--- config.mk ---
export PLATFORM = sky130hd
export DESIGN_NAME = axis_frame_sequencer
export DESIGN_NICKNAME = d
export VERILOG_FILES = /design/src/rtl/axis_frame_sequencer.sv
export SDC_FILE = /design/constraint.sdc
export NUM_CORES = 1
export LEC_CHECK = 0
export ABC_AREA = 1
export ABC_CLOCK_PERIOD_IN_PS = 1800
export BUFFER_PORTS_ARGS = -buffer_cell sky130_fd_sc_hd__buf_4
export CAP_MARGIN = 20
export CELL_PAD_IN_SITES_DETAIL_PLACEMENT = 0
export CELL_PAD_IN_SITES_GLOBAL_PLACEMENT = 1
export CORE_MARGIN = 2
export CORE_UTILIZATION = 35
export CTS_CLUSTER_SIZE = 8
export DETAILED_ROUTE_END_ITERATION = 8
export PLACE_DENSITY_LB_ADDON = 0.1
export SYNTH_ARGS = -nofsm -noshare
export SYNTH_HDL_FRONTEND = slang
export SYNTH_SLANG_ARGS = --single-unit
--- constraint.sdc ---
create_clock -name aclk -period 1.8 [get_ports aclk]
set_clock_uncertainty 0.1 [all_clocks]
set_input_delay 0.27 -clock aclk [delete_from_list [all_inputs] [get_ports aclk]]
set_output_delay 0.27 -clock aclk [all_outputs]
set_load 0.01 [all_outputs]
--- src/rtl/axis_frame_sequencer.sv ---
// axis_frame_sequencer: sequences line loads into an AXI4-Stream output line
// buffer. It waits for a complete line upstream, pulses buf_load, counts
// tlast handshakes on the output stream, then acknowledges the line back
// upstream. It also tracks the line index within the frame, marks
// start-of-frame on tuser, and flags protocol errors.
//
// Optional feature macro: FRAME_SEQ_WATCHDOG_EN. When it is defined, a
// 16-bit stall watchdog in WAIT_TX sets err and forces the line to ACK.
//
// Handshake note: a beat is a cycle with m_tvalid & m_tready both high. A
// line-completing beat also has m_tlast high. The m_* inputs are passive
// taps only; this block never drives the stream.
module axis_frame_sequencer #(
  parameter int LINES_PER_FRAME = 720,
  parameter int TXNS_PER_LINE   = 1,
  parameter int CNT_W           = 16
) (
  input  logic             aclk,
  input  logic             areset,
  input  logic             enable,
  input  logic             line_avail,
  output logic             line_ack,
  output logic             buf_load,
  input  logic             m_tvalid,
  input  logic             m_tready,
  input  logic             m_tlast,
  output logic             tuser,
  output logic             frame_done,
  output logic [CNT_W-1:0] line_idx,
  output logic             busy,
  output logic             err,
  output logic [7:0]       state_probe
);

  typedef enum logic [1:0] {
    IDLE    = 2'd0,
    LOAD    = 2'd1,
    WAIT_TX = 2'd2,
    ACK     = 2'd3
  } state_t;

  localparam logic [CNT_W-1:0] LAST_LINE  = CNT_W'(LINES_PER_FRAME - 1);
  localparam logic [CNT_W-1:0] TXN_TARGET = CNT_W'(TXNS_PER_LINE);

  state_t           state_q, state_d;
  logic [CNT_W-1:0] line_idx_q, line_idx_d;
  logic [CNT_W-1:0] txn_cnt_q, txn_cnt_d;
  logic             sof_q, sof_d;
  logic             err_q, err_d;
  logic             buf_load_q, buf_load_d;
  logic             line_ack_q, line_ack_d;
  logic             frame_done_q, frame_done_d;
  logic             busy_q, busy_d;
  logic             beat, beat_last;
`ifdef FRAME_SEQ_WATCHDOG_EN
  logic [15:0]      wdog_q, wdog_d;
`endif

  assign beat      = m_tvalid & m_tready;
  assign beat_last = beat & m_tlast;

  // Next-state, counter, flag and registered-output computation.
  always_comb begin
    state_d    = state_q;
    line_idx_d = line_idx_q;
    txn_cnt_d  = txn_cnt_q;
    sof_d      = sof_q;
    err_d      = err_q;
`ifdef FRAME_SEQ_WATCHDOG_EN
    wdog_d     = '0;
`endif
    // The first accepted beat after start-of-frame retires the marker.
    if (sof_q && beat) sof_d = 1'b0;

    case (state_q)
      IDLE: begin
        // enable only matters at line 0, which is the frame boundary.
        if (line_avail && ((line_idx_q != '0) || enable)) begin
          state_d = LOAD;
          if (line_idx_q == '0) sof_d = 1'b1;
        end
      end
      LOAD: begin
        txn_cnt_d = '0;
        state_d   = WAIT_TX;
      end
      WAIT_TX: begin
        if (beat_last) begin
          txn_cnt_d = txn_cnt_q + CNT_W'(1);
          if (txn_cnt_d == TXN_TARGET) state_d = ACK;
        end
`ifdef FRAME_SEQ_WATCHDOG_EN
        wdog_d = beat ? 16'h0000 : (wdog_q + 16'h0001);
        if (wdog_d == 16'hFFFF) begin
          err_d   = 1'b1;
          state_d = ACK;
        end
`endif
      end
      ACK: begin
        state_d    = IDLE;
        line_idx_d = (line_idx_q == LAST_LINE) ? '0 : (line_idx_q + CNT_W'(1));
      end
      default: state_d = IDLE;
    endcase

    // A tlast beat outside WAIT_TX means the stream ran ahead of the
    // sequencer. A line that vanishes during LOAD was loaded too early.
    if (beat_last && ((state_q == IDLE) || (state_q == LOAD))) err_d = 1'b1;
    if ((state_q == LOAD) && !line_avail) err_d = 1'b1;

    buf_load_d   = (state_d == LOAD);
    line_ack_d   = (state_d == ACK);
    frame_done_d = (state_d == ACK) && (line_idx_q == LAST_LINE);
    busy_d       = (state_d != IDLE);
  end

  // State and output registers with a synchronous active-low reset.
  always_ff @(posedge aclk) begin
    if (!areset) begin
      state_q      <= IDLE;
      line_idx_q   <= '0;
      txn_cnt_q    <= '0;
      sof_q        <= 1'b0;
      err_q        <= 1'b0;
      buf_load_q   <= 1'b0;
      line_ack_q   <= 1'b0;
      frame_done_q <= 1'b0;
      busy_q       <= 1'b0;
`ifdef FRAME_SEQ_WATCHDOG_EN
      wdog_q       <= '0;
`endif
    end else begin
      state_q      <= state_d;
      line_idx_q   <= line_idx_d;
      txn_cnt_q    <= txn_cnt_d;
      sof_q        <= sof_d;
      err_q        <= err_d;
      buf_load_q   <= buf_load_d;
      line_ack_q   <= line_ack_d;
      frame_done_q <= frame_done_d;
      busy_q       <= busy_d;
`ifdef FRAME_SEQ_WATCHDOG_EN
      wdog_q       <= wdog_d;
`endif
    end
  end

  assign buf_load    = buf_load_q;
  assign line_ack    = line_ack_q;
  assign frame_done  = frame_done_q;
  assign busy        = busy_q;
  assign err         = err_q;
  assign line_idx    = line_idx_q;
  assign tuser       = sof_q & m_tvalid;
  assign state_probe = {6'b000000, state_q};

endmodule

# ---- Word level (Yosys, flattened, before mapping)
# Cells that the tools add are included.
dict set report op_classes {
  n_bitwise 3
  n_eq_ne 8
  n_reduce_logical 15
  mux 13
  addsub 2
}
# cell count
set op_table {}
lappend op_table {{16-bit by 1-bit adder with 16-bit output (second input constant)} 2}
lappend op_table {{16-bit two-way mux} 2}
lappend op_table {{16-bit one-hot mux with 2 select lines} 1}
lappend op_table {{16-bit by 1-bit == test with 1-bit output (second input constant)} 1}
lappend op_table {{16-bit by 10-bit == test with 1-bit output (second input constant)} 1}
lappend op_table {{16-bit zero test} 1}
lappend op_table {{16-bit nonzero test} 1}
lappend op_table {{2-bit one-hot mux with 4 select lines} 1}
lappend op_table {{2-bit == test (second input constant)} 3}
lappend op_table {{1-bit two-way mux} 6}
lappend op_table {{2-bit two-way mux} 3}
lappend op_table {{2-bit nonzero test} 3}
lappend op_table {{1-bit logical AND} 5}
lappend op_table {{2-bit by 1-bit == test with 1-bit output (second input constant)} 2}
lappend op_table {{1-bit bitwise AND} 3}
lappend op_table {{2-bit zero test} 1}
lappend op_table {{1-bit logical OR} 2}
lappend op_table {{2-bit inequality test (second input constant)} 1}
lappend op_table {{2-bit AND reduction} 1}
lappend op_table {{1-bit zero test} 1}
dict set report word_totals {
  register_bits 40
  output_inout_bits 30
  word_cells 50
}

# ---- Longest topological paths before layout
# Gate-level depths: netlist of run 1.
dict set report logic_depth {
  word_depth 7
  ltp_mapped 16
  mapped_depth_nobuf 16
}

# ---- Worst setup path before layout of run 1
# No wires, ideal clock.
dict set report synth_timing {
  path_kind {register -> register}
  start {register line_idx_q[0], in the netlist line_idx[0]}
  end {register line_idx_q[11], in the netlist line_idx[11]}
  t_arrival_ns 1.574
  setup_slack_ns -0.007
  path_buffers 0
  setup_ns 0.133
  path_stages_with_launch 11
  t_required_ns 1.567
  cell_sequence {dfxtp_1 > ha_1 > nand2_1 > inv_1 > nand2_1 > nor4_1 > nand2_1 > nand2_1 > inv_1 > o21ai_0 > a22oi_1}
}
dict set report synth_between {
  elab_chain_len 2
  word_cells_on_any_way 3
  cone_classes {add/sub (1); eq/ne (1); mux (1)}
}
# item line_no
set synth_lines {}
lappend synth_lines {{start: declaration} 46} ;# logic [CNT_W-1:0] line_idx_q, line_idx_d;
lappend synth_lines {{start signal: assignment} 135} ;# line_idx_q <= line_idx_d;
lappend synth_lines {{16-bit by 1-bit adder with 16-bit output / 16-bit by 10-bit == test with 1-bit output (equally long branches)} 102} ;# line_idx_d = (line_idx_q == LAST_LINE) ? '0 : (line_idx_q + CNT_W'(1));
lappend synth_lines {{16-bit two-way mux (*)} 102}
# Mark *: on every way between the ends. The rest lies on a longest branch, timed or not.
# A chain may end at the register's enable or synchronous reset.

# ---- Worst setup path in the final report of run 1
dict set report layout_timing {
  start {register txn_cnt_q[0]}
  end {register buf_load_q, in the netlist buf_load}
}
dict set report layout_between {
  elab_chain_len 6
}
# item line_no
set layout_lines {}
lappend layout_lines {{start: declaration} 47} ;# logic [CNT_W-1:0] txn_cnt_q, txn_cnt_d;
lappend layout_lines {{start signal: assignment} 136} ;# txn_cnt_q <= txn_cnt_d;
lappend layout_lines {{16-bit by 1-bit adder with 16-bit output} 89} ;# txn_cnt_d = txn_cnt_q + CNT_W'(1);
lappend layout_lines {{16-bit by 1-bit == test with 1-bit output} 90} ;# if (txn_cnt_d == TXN_TARGET) state_d = ACK;
lappend layout_lines {{2-bit two-way mux} 90}
lappend layout_lines {{2-bit two-way mux} 88} ;# if (beat_last) begin
lappend layout_lines {{2-bit one-hot mux with 4 select lines} 75} ;# case (state_q)
lappend layout_lines {{2-bit by 1-bit == test with 1-bit output} 112} ;# buf_load_d = (state_d == LOAD);
lappend layout_lines {{end signal: assignment} 139} ;# buf_load_q <= buf_load_d;
lappend layout_lines {{end: declaration} 50} ;# logic buf_load_q, buf_load_d;
# No other way between the ends.

==> impl_results.md, run 1 <==
- Pin count of the biggest net entering global routing: 22
- Register area share after synthesis: 0.3518
- GRT Max-Usage Layer: met2
- Port bufs: 30
- Final HPWL DP: between 4000 and 5000 microns
- Worst-skew pair later-pin latency: 0.29 ns
- 1st-pass router iterations: 4
- Cells after Synth: 346
- Routed wire per std cell: 11.96 microns
- Reg2reg start: txn_cnt_q[0]
- Clk pin slew, worst setup/hold paths: 0.08 ns
- Avg Cell Area, Syn: 6.578 sq um
- RSZ-0062 raised after global routing: yes
- Cell Pwr Density: 584.4 mW/mm^2
- Total track usage: 0.1768
- Cells after DPL: 485
- Count of cell types in the netlist: 29
- Initial antenna violation count: 0
- CTS Buffer Depth: 2
- Routed WL: between 5000 and 6000 microns
- Crit path from: txn_cnt_q[0]
- CORE AREA: 0.006314 sq mm
- Final setup fails: 4
- CP Class: flip-flop to flip-flop
- Clock root cell: clkbuf_8
- Gpl congestion: 0.8614
- Worst-path fanout max: 5
- Failing checks: setup timing
- Syn Std Cell Area: 0.002276 sq mm
- Slew Limit Fails: 0
- Most common cell after layout, fill and taps aside: nand2_1
- Startpoint types: flip-flop
- Non-Filler Instances: 500
- Via count of the first global-routing pass: 2354
- Hold-fix buffers at CTS: 0
- Hold Vio Cnt, Final: 0
- Met1 Use GR: 0.2126
- Total CTS buffers: 5
- N_diodes: 0
- Fin crit period: 1.864 ns
- Initial Utilization: 0.3605
- Vias per inst: ~4.7
- LEAKAGE: 1.345 nW
- Htree depth: 2
- Grt met3 use: 0.03540
- Post-Route Utilization: 0.4889
- Most frequent cells in the layout: nand2_1 (90), buf_4 (73), inv_1 (43)
- DIE HEIGHT: between 80 and 90 microns
- Placement Rows: 29
- Via Count: 2328
- Area growth syn-to-layout: 35.62%
- Status: finished, violations left
- Worst hold path class: input port to flip-flop
- Die X: roughly 85 microns
- Max Cap Violations: 0
- Hold slack: ~0.13 ns
- DRC Markers: 0
- CTS tree: built
- Hold_sp: areset
- Crit. End Element: flip-flop
- Warnings, synthesis: 0
- Post-route setup slack: -0.06446 ns
- Setup TNS: -0.1547 ns
- # nets final: 437
- Remaining antenna violation count: 0
- M2 GR Usage: 0.3185
- Tcrit/Tclk final: 1.036
- VDD IR max: ~0.45 mV
- Die Area: approximately 0.0072 sq mm
- # IOs: 37
- Clock sinks: 40
- Grt total ovfl: 0
- 1st-iter DRT viols: 56
- First-pass GRT wire length: around 10000 microns
- Max Freq: roughly 0.54 GHz
- Arrival time at the worst endpoint: 2.00 ns
- Layout cells sized above 1: 0.3097
- Worst path required time: 1.94 ns
- Yosys reg bits: 40
[synthesized netlist by cell type]
master | instances | area share
a211oi_1 | 3 | 0.0099
a21oi_1 | 28 | 0.062
a22oi_1 | 1 | 0.0033
buf_2 | 1 | 0.0022
buf_4 | 6 | 0.020
clkbuf_1 | 3 | 0.0049
conb_1 | 1 | 0.0016
dfxtp_1 | 40 | 0.35
ha_1 | 8 | 0.044
inv_1 | 49 | 0.081
inv_2 | 1 | 0.0016
nand2_1 | 93 | 0.15
nand2_2 | 5 | 0.014
nand2_4 | 1 | 0.0049
nand3_1 | 23 | 0.051
nand3b_1 | 1 | 0.0033
nand4_1 | 7 | 0.019
nor2_1 | 35 | 0.058
nor2_2 | 5 | 0.014
nor2_4 | 3 | 0.015
nor3_1 | 12 | 0.026
nor4_1 | 2 | 0.0055
o21a_1 | 1 | 0.0033
o21ai_0 | 6 | 0.013
o21ai_1 | 1 | 0.0022
o21bai_1 | 2 | 0.0066
or2_2 | 1 | 0.0028
or3b_2 | 1 | 0.0038
xor2_1 | 6 | 0.023
[stage by stage]
stage	cell area, sq um	worst slack (ns)	total power, mW
3_3_place_gp	2840	-0.1286	1.186
3_5_place_dp	2840	-0.1653	1.186
4_1_cts	3039	-0.08238	1.840
5_1_grt	3087	-0.2531	1.902
2_1_floorplan	2302	0.03521	1.076
6_report	3087	-0.06446	1.804
[path summary, 6_finish.rpt]
path           endpoint  depth (start not counted)  slack, ns
max            buf_load                         13      -0.06
min          state_q[0]                          3       0.13
max reg2reg    buf_load                         13      -0.06
min reg2reg       sof_q                          2       0.37
[power breakdown]
part	internal, mW	total, mW	switching (mW)
registers	0.908	0.920	0.0125
clock network	0.306	0.633	0.327
logic	0.115	0.250	0.135
total	1.33	1.80	0.475
[logic make-up (layout without fill, tap and decap cells)]
kind of cell               after synthesis  in the layout  synth area share
AOI/OAI and AO/OA                       42             42            0.1001
xor gates and xnor gates                 6              6           0.02309
adders and majority gates                8              8           0.04398
buffers and inverters                   60            132            0.1094
DFF                                     40             40            0.3518
other                                    1              6          0.001648
and+or+nand+nor                        189            189            0.3700
[routing by layer]
| layer | share of wire | wire [microns] |
|---|---|---|
| met1 | 0.45 | 2686 |
| met2 | 0.52 | 3087 |
| met3 | 0.025 | 152 |
| met4 | 0.0089 | 53 |
| met5 | 0 | 0 |
[area by class of cell]
class,count,area [sq um]
clock inverter,2,10.01
fill,687,3227
inverter,50,190.2
sequential,40,817.0
tap,77,96.34
timing repair buffer,74,559.3
clock buffer,6,82.58
multi-input combinational,251,1331
[worst max-delay path: stages (launching register included)]
cell and delay, ns:
dfxtp_4 0.37, ha_4 0.15, nand2_4 0.07, nor2_4 0.15, nand2_1 0.08, xor2_1 0.19
nand3_1 0.09, nor2_1 0.12, nand3_2 0.10, nand2_1 0.06, nand2_1 0.05, nand2_2 0.08
nand2_2 0.08, nor2_2 0.09
[timing repair]
action | CTS | global route
endpoints found under the hold margin | 0 | 0
setup endpoints to repair | 5 | 15
pin swaps | 10 | 8
gates resized for setup | 20 | 20
buffers inserted | 6 | 1
Power figures use the tool's default switching activity.
==> inputs of run 2 (changes only) <==
PLACE_DENSITY = 0.77   (was not set)
PLACE_DENSITY_LB_ADDON = not set   (was 0.1)
==> run 2 against run 1 <==
  * The run still ends with setup timing left
  * Flip-flop and latch count did not move
  * Core utilization fell by 1.1 points
  * Setup slack improved by 0.019 ns
  * Combinational power barely moved
  * Non-clock buffer count fell by 8
  * Sequential power barely moved
  * Critical path type unchanged
  * Largest cell class unchanged
  * Largest power group unchanged
==> impl_results.md, run 2 (same netlist as run 1, synthesis figures left out) <==
- Status: finished, violations left
- Failing checks: setup timing
- Met1 Use GR: 0.2208 (+0.008198)
- Tcrit/Tclk final: 1.025 (-0.01045)
- DRC Markers: 0 (unchanged)
- Placed Area: 0.002810 sq mm (-1.1%)
- Port bufs: 30 (unchanged)
- Reg2Reg Depth: 13 (unchanged)
- Worst-skew pair later-pin latency: 0.29 ns (about the same)
- Total track usage: 0.1776 (+0.0008406)
- Startpoint types: flip-flop
- Post-route setup slack: -0.04564 ns (+0.01882 ns)
- DIE HEIGHT: 84.64 microns (unchanged)
- RSZ-0062 raised after global routing: yes
- Arrival time at the worst endpoint: 1.98 ns (-0.02 ns)
- Hold slack: 0.1322 ns (-0.001694 ns)
- Reg2reg start: txn_cnt_q[1]
- Die Area: 0.007164 sq mm (unchanged)
- Max Freq: 0.5418 GHz (+1.0%)
- Clk pin slew, worst setup/hold paths: 0.08 ns (about the same)
- CTS tree: built
- Pin count of the biggest net entering global routing: 23 (+4.5%)
- Crit. End Element: flip-flop
- Slew Limit Fails: 0 (unchanged)
- Cell Pwr Density: 593.6 mW/mm^2 (+1.6%)
- Setup TNS: -0.1152 ns (+0.03948 ns)
- VDD IR max: 0.3861 mV (-14%)
- Layout cells sized above 1: 0.2964 (-0.01331)
- Most common cell after layout, fill and taps aside: nand2_1
- R2R Setup Slk: -0.05 ns (+0.02 ns)
- LEAKAGE: 1.308 nW (-2.7%)
- Grt total ovfl: 0 (unchanged)
- Post-placement setup slack: -0.1122 ns (+0.05309 ns)
- CP Class: flip-flop to flip-flop
- Max Cap Violations: 0 (unchanged)
- Final HPWL DP: 4381 microns (-3.7%)
- Clock sinks: 40 (unchanged)
- Worst path required time: 1.93 ns (about the same)
- 1st-iter DRT viols: 86 (+54%)
- 1st-pass router iterations: 4 (unchanged)
- # nets final: 429 (-1.8%)
- Via Count: 2299 (-1.2%)
- Vias per inst: 4.673 (+0.36%)
- Non-Filler Instances: 492 (-1.6%)
- WHS Endpoint: state_q[0]
- Htree depth: 2 (unchanged)
- Hold depth: 3 (unchanged)
- M2 GR Usage: 0.3164 (-0.002147)
- Via count of the first global-routing pass: 2225 (-5.5%)
- Cells after DPL: 481 (-0.82%)
- Hold Vio Cnt, Final: 0 (unchanged)
- # IOs: 37 (unchanged)
- Initial Utilization: 0.3605 (unchanged)
- Worst-path fanout max: 5 (unchanged)
- Routed WL: 5750 microns (-3.8%)
- Most frequent cells in the layout: nand2_1 (90), buf_4 (65), inv_1 (42)
- Remaining antenna violation count: 0 (unchanged)
- N_diodes: 0 (unchanged)
- Hold_sp: areset
- Area growth syn-to-layout: 32.60%
- CORE AREA: 0.006314 sq mm (unchanged)
- Die X: 84.64 microns (unchanged)
- Final instance area: 0.003018 sq mm (-2.2%)
- Total CTS buffers: 5 (unchanged)
- First-pass GRT wire length: 10320 microns (+0.40%)
- Post-Route Utilization: 0.4780 (-0.01090)
- Initial antenna violation count: 0 (unchanged)
- GRT Max-Usage Layer: met2
- Total power: 1.792 mW (-0.69%)
- R2R Path End: frame_done
- Routed wire per std cell: 11.69 microns (-2.3%)
- Worst hold path class: input port to flip-flop
- Placement Rows: 29 (unchanged)
- CTS Buffer Depth: 2 (unchanged)
- Gpl congestion: 0.8122 (-5.7%)
- Clock root cell: clkbuf_8
- Fin crit period: 1.846 ns (-0.01882 ns)
- Grt met3 use: 0.03343 (-0.001967)
- Final setup fails: 5 (+1)
## run 2: layout make-up
class,count,area (sq um)
clock buffer,6,82.58
clock inverter,2,10.01
fill,687,3296
inverter,50,190.2
multi-input combinational,251,1323
sequential,40,817.0
tap,77,96.34
timing repair buffer,66,499.2
## run 2: where the power goes
part           internal [mW]  switching [mW]  total, mW
Clock                  0.306           0.319      0.625
Sequential             0.907          0.0116      0.919
Combinational          0.112           0.136      0.248
Total                   1.33           0.466       1.79
## run 2: critical path, stage by stage, from the launching register on
cell	delay, ns
dfxtp_4	0.38
ha_4	0.15
nand2_4	0.06
nor2_4	0.15
nand2_1	0.08
xor2_1	0.20
nand3_1	0.09
nor2_1	0.12
nand3_1	0.09
nand2_1	0.06
nand2_1	0.05
nand2_2	0.10
nand2_2	0.08
nor2_2	0.07
## run 2: per-layer routing
metal / up-vias / part of all wire
met4: 0 / 0.0066
met3: 4 / 0.034
met5: - / 0
met2: 39 / 0.50
met1: 1030 / 0.46
li1: 1226 / -
## run 2: timing repair
item,CTS,global route
setup endpoints to repair,6,12
setup buffers,0,3
hold buffers,0,0
pin swaps,3,4
gates resized for setup,19,20
## run 2: how the worst max path moves through the flow
stage               slack, ns      endpoint  cells after the start    startpoint
global route            -0.29      buf_load                     17  txn_cnt_q[1]
detailed placement      -0.11    frame_done                     13  txn_cnt_q[1]
CTS                     -0.05      buf_load                     13  txn_cnt_q[0]
floorplan                0.04  line_idx[11]                     10   line_idx[0]
finish                  -0.05    frame_done                     13  txn_cnt_q[1]
global placement        -0.06      buf_load                     15  txn_cnt_q[1]
==> inputs of run 3 (changes only) <==
ABC_AREA = not set   (was 1)
CORE_UTILIZATION = 37   (was 35)
PLACE_DENSITY = 0.79   (was 0.77)
==> run 3 against run 2 <==
  * The flow still finishes with violations (setup timing)
  * Clock power decreased by 1%
  * Total power down 1.2%
  * Setup slack worse by 0.19 ns
  * Synthesized cell count fell by 20%
  * Critical path depth is 7 lower
  * Combinational power down 2%
  * Routed wire length increased by 7.7%
  * Register-to-register slack got worse by 0.19 ns
  * Hold slack better by 0.020 ns
  * Area after synthesis is 4.4% lower
  * Global-route usage is essentially flat
  * Critical endpoint is now busy
==> impl_results.md, run 3 <==
- Cell Pwr Density: 514.6 mW/mm^2 (-13%)
- CP Buf/Inv Count: 0 (unchanged)
- Max Freq: 0.4914 GHz (-9.3%)
- Ys flop type: dfxtp_1
- Remaining antenna violation count: 0 (unchanged)
- DRC Markers: 0 (unchanged)
- Final HPWL DP: 4020 microns (-8.2%)
- Placed Area: 0.002872 sq mm (+2.2%)
- CP max stage cell: or4_4
- Clock root cell: clkbuf_8
- Layout cells sized above 1: 0.4511 (+0.1547)
- Hold Vio Cnt, Final: 0 (unchanged)
- Die X: 80.69 microns (-4.7%)
- N_diodes: 0 (unchanged)
- Initial antenna violation count: 0 (unchanged)
- Area growth syn-to-layout: 58.02%
- Arrival time at the worst endpoint: 2.15 ns (+0.17 ns)
- Register area share after synthesis: 0.3680 (+0.01619)
- # IOs: 37 (unchanged)
- Count of cell types in the netlist: 43 (+48%)
- Most frequent cells in the layout: buf_4 (86), dfxtp_1 (30), nor2_1 (25)
- LEAKAGE: 1.395 nW (+6.7%)
- Total track usage: 0.1781 (+0.0004617)
- Most common cell after layout, fill and taps aside: buf_4
- Tcrit/Tclk final: 1.131 (+0.1052)
- Fin crit period: 2.035 ns (+0.1894 ns)
- Crit. End Element: flip-flop
- Status: finished, violations left
- Area contributors post-synth: dfxtp_1 (37%), nor2_1 (7.8%), xor2_1 (5.6%)
- Via count of the first global-routing pass: 1973 (-11%)
- First-pass GRT wire length: 9052 microns (-12%)
- Clock sinks: 40 (unchanged)
- Port bufs: 30 (unchanged)
- Slew Limit Fails: 0 (unchanged)
- Routed wire per std cell: 14.08 microns (+20%)
- Syn Std Cell Area: 0.002176 sq mm (-4.4%)
- DIE HEIGHT: 80.69 microns (-4.7%)
- Synth top cells by count: nor2_1 (45), dfxtp_1 (40), nand2_1 (23)
- Yosys top cell area share: 0.3680 (+0.01619)
- Via Count: 2269 (-1.3%)
- Crit-path leading delay family: compound AO/OA/AOI/OAI gates
- Final instance area: 0.003438 sq mm (+14%)
- Ordered cell list for the critical path: ha_4 -> or4_4 -> a2111o_1 -> a211oi_2 -> a31oi_4 -> a21oi_1
- CORE AREA: 0.005608 sq mm (-11%)
- VDD IR max: 0.4451 mV (+15%)
- Placement Rows: 27 (-6.9%)
- 1st-iter DRT viols: 149 (+73%)
- CP Class: flip-flop to flip-flop
- CTS Buffer Depth: 2 (unchanged)
- Initial Utilization: 0.3880 (+0.02751)
- 1st-pass router iterations: 4 (unchanged)
- Setup TNS: -1.354 ns (-1.239 ns)
- Total CTS buffers: 5 (unchanged)
- Post-route setup slack: -0.2351 ns (-0.1894 ns)
- Failing checks: setup timing
- Gpl congestion: 0.8324 (+2.5%)
- CTS tree: built
- Routed WL: 6195 microns (+7.7%)
- Count leader, synth: nor2_1
- Cells after Synth: 278 (-20%)
- Worst-path fanout max: 6 (+1)
- Grt total ovfl: 0 (unchanged)
- Worst-skew pair later-pin latency: 0.29 ns (about the same)
- Yosys reg bits: 40 (unchanged)
- Worst hold path class: input port to flip-flop
- Warnings, synthesis: 0 (unchanged)
- # nets final: 382 (-11%)
- Vias per inst: 5.157 (+10%)
- Max Cap Violations: 0 (unchanged)
- Post-synth EDFFs: 0 (unchanged)
- Avg Cell Area, Syn: 7.827 sq um (+19%)
- Hold-fix buffers at CTS: 0 (unchanged)
- Startpoint types: flip-flop
- Clk pin slew, worst setup/hold paths: 0.08 ns (about the same)
- Htree depth: 2 (unchanged)
- CP peak stage delay: 0.40 ns (+0.02 ns)
- Die Area: 0.006510 sq mm (-9.1%)
- Share of flip-flops with an asynchronous set or reset: 0 (unchanged)
- Worst path required time: 1.92 ns (about the same)
- Fillers: 504 (-27%)
- RSZ-0062 raised after global routing: yes
- Pin count of the biggest net entering global routing: 20 (-13%)
- Final setup fails: 17 (+12)
- Yosys top cell by area: dfxtp_1
[run 3: final timing paths]
check               startpoint      endpoint  slack, ns  depth (start not counted)
hold / removal          areset  txn_cnt_q[3]       0.15                          2
setup reg to reg  txn_cnt_q[1]          busy      -0.24                          6
setup / recovery  txn_cnt_q[1]          busy      -0.24                          6
hold reg to reg            err           err       0.35                          2
[run 3: cells by family after synthesis]
group | Yosys count | synth area share
buffers and inverters | 33 | 0.07245
adders and majority gates | 8 | 0.04601
DFF | 40 | 0.3680
AOI/OAI and AO/OA | 49 | 0.1420
muxes | 2 | 0.009201
and+or+nand+nor | 124 | 0.2760
other | 1 | 0.001723
xor gates and xnor gates | 21 | 0.08453
[run 3: metal layers]
layer,track usage,part of all wire,vias up
met5,0,0,-
met4,0.04576,0.0086,0
met3,0.03258,0.042,6
met2,0.2950,0.48,58
met1,0.2381,0.47,1070
li1,-,-,1135
[run 3: metrics by stage]
stage	setup WS (ns)	hold WS, ns	util	power, mW	cells
2_1_floorplan	-0.1305	0.2877	-	1.038	283
3_3_place_gp	-0.2118	0.3353	0.5120	1.121	419
3_5_place_dp	-0.2296	0.3499	0.5120	1.122	419
4_1_cts	-0.2032	0.1536	0.5355	1.750	427
5_1_grt	-0.3118	0.1621	0.6131	1.851	440
6_report	-0.2351	0.1527	0.6131	1.769	440
[run 3: power breakdown]
part	switching (mW)	internal, mW	leakage (nW)
sequential	0.00930	0.897	0.329
clock	0.313	0.306	0.0510
combinational	0.130	0.114	1.02
[run 3: worst register-to-register path: cells and delay by family, from the launching register on]
| kind | cells | cell delay, ns |
|---|---|---|
| DFF | 1 | 0.34 |
| AOI/OAI and AO/OA | 4 | 0.93 |
| and+or+nand+nor | 1 | 0.40 |
| adders and majority gates | 1 | 0.17 |
[run 3: repair_timing]
item | 4_1_cts | 5_1_grt
endpoints found under the setup margin | 23 | 28
gates cloned | 0 | 4
setup buffers | 0 | 9
gates resized for setup | 7 | 77
pin swaps | 2 | 33
[run 3: final cells by class]
cell class                 count  area (sq um)  share of cell area
clock inverter                 2         10.01            0.002911
clock buffer                   6         82.58             0.02402
sequential                    40         818.3              0.2380
tap                           72         90.09             0.02620
multi-input combinational    210          1564              0.4549
timing repair buffer          95         814.5              0.2369
inverter                      15         58.81             0.01710
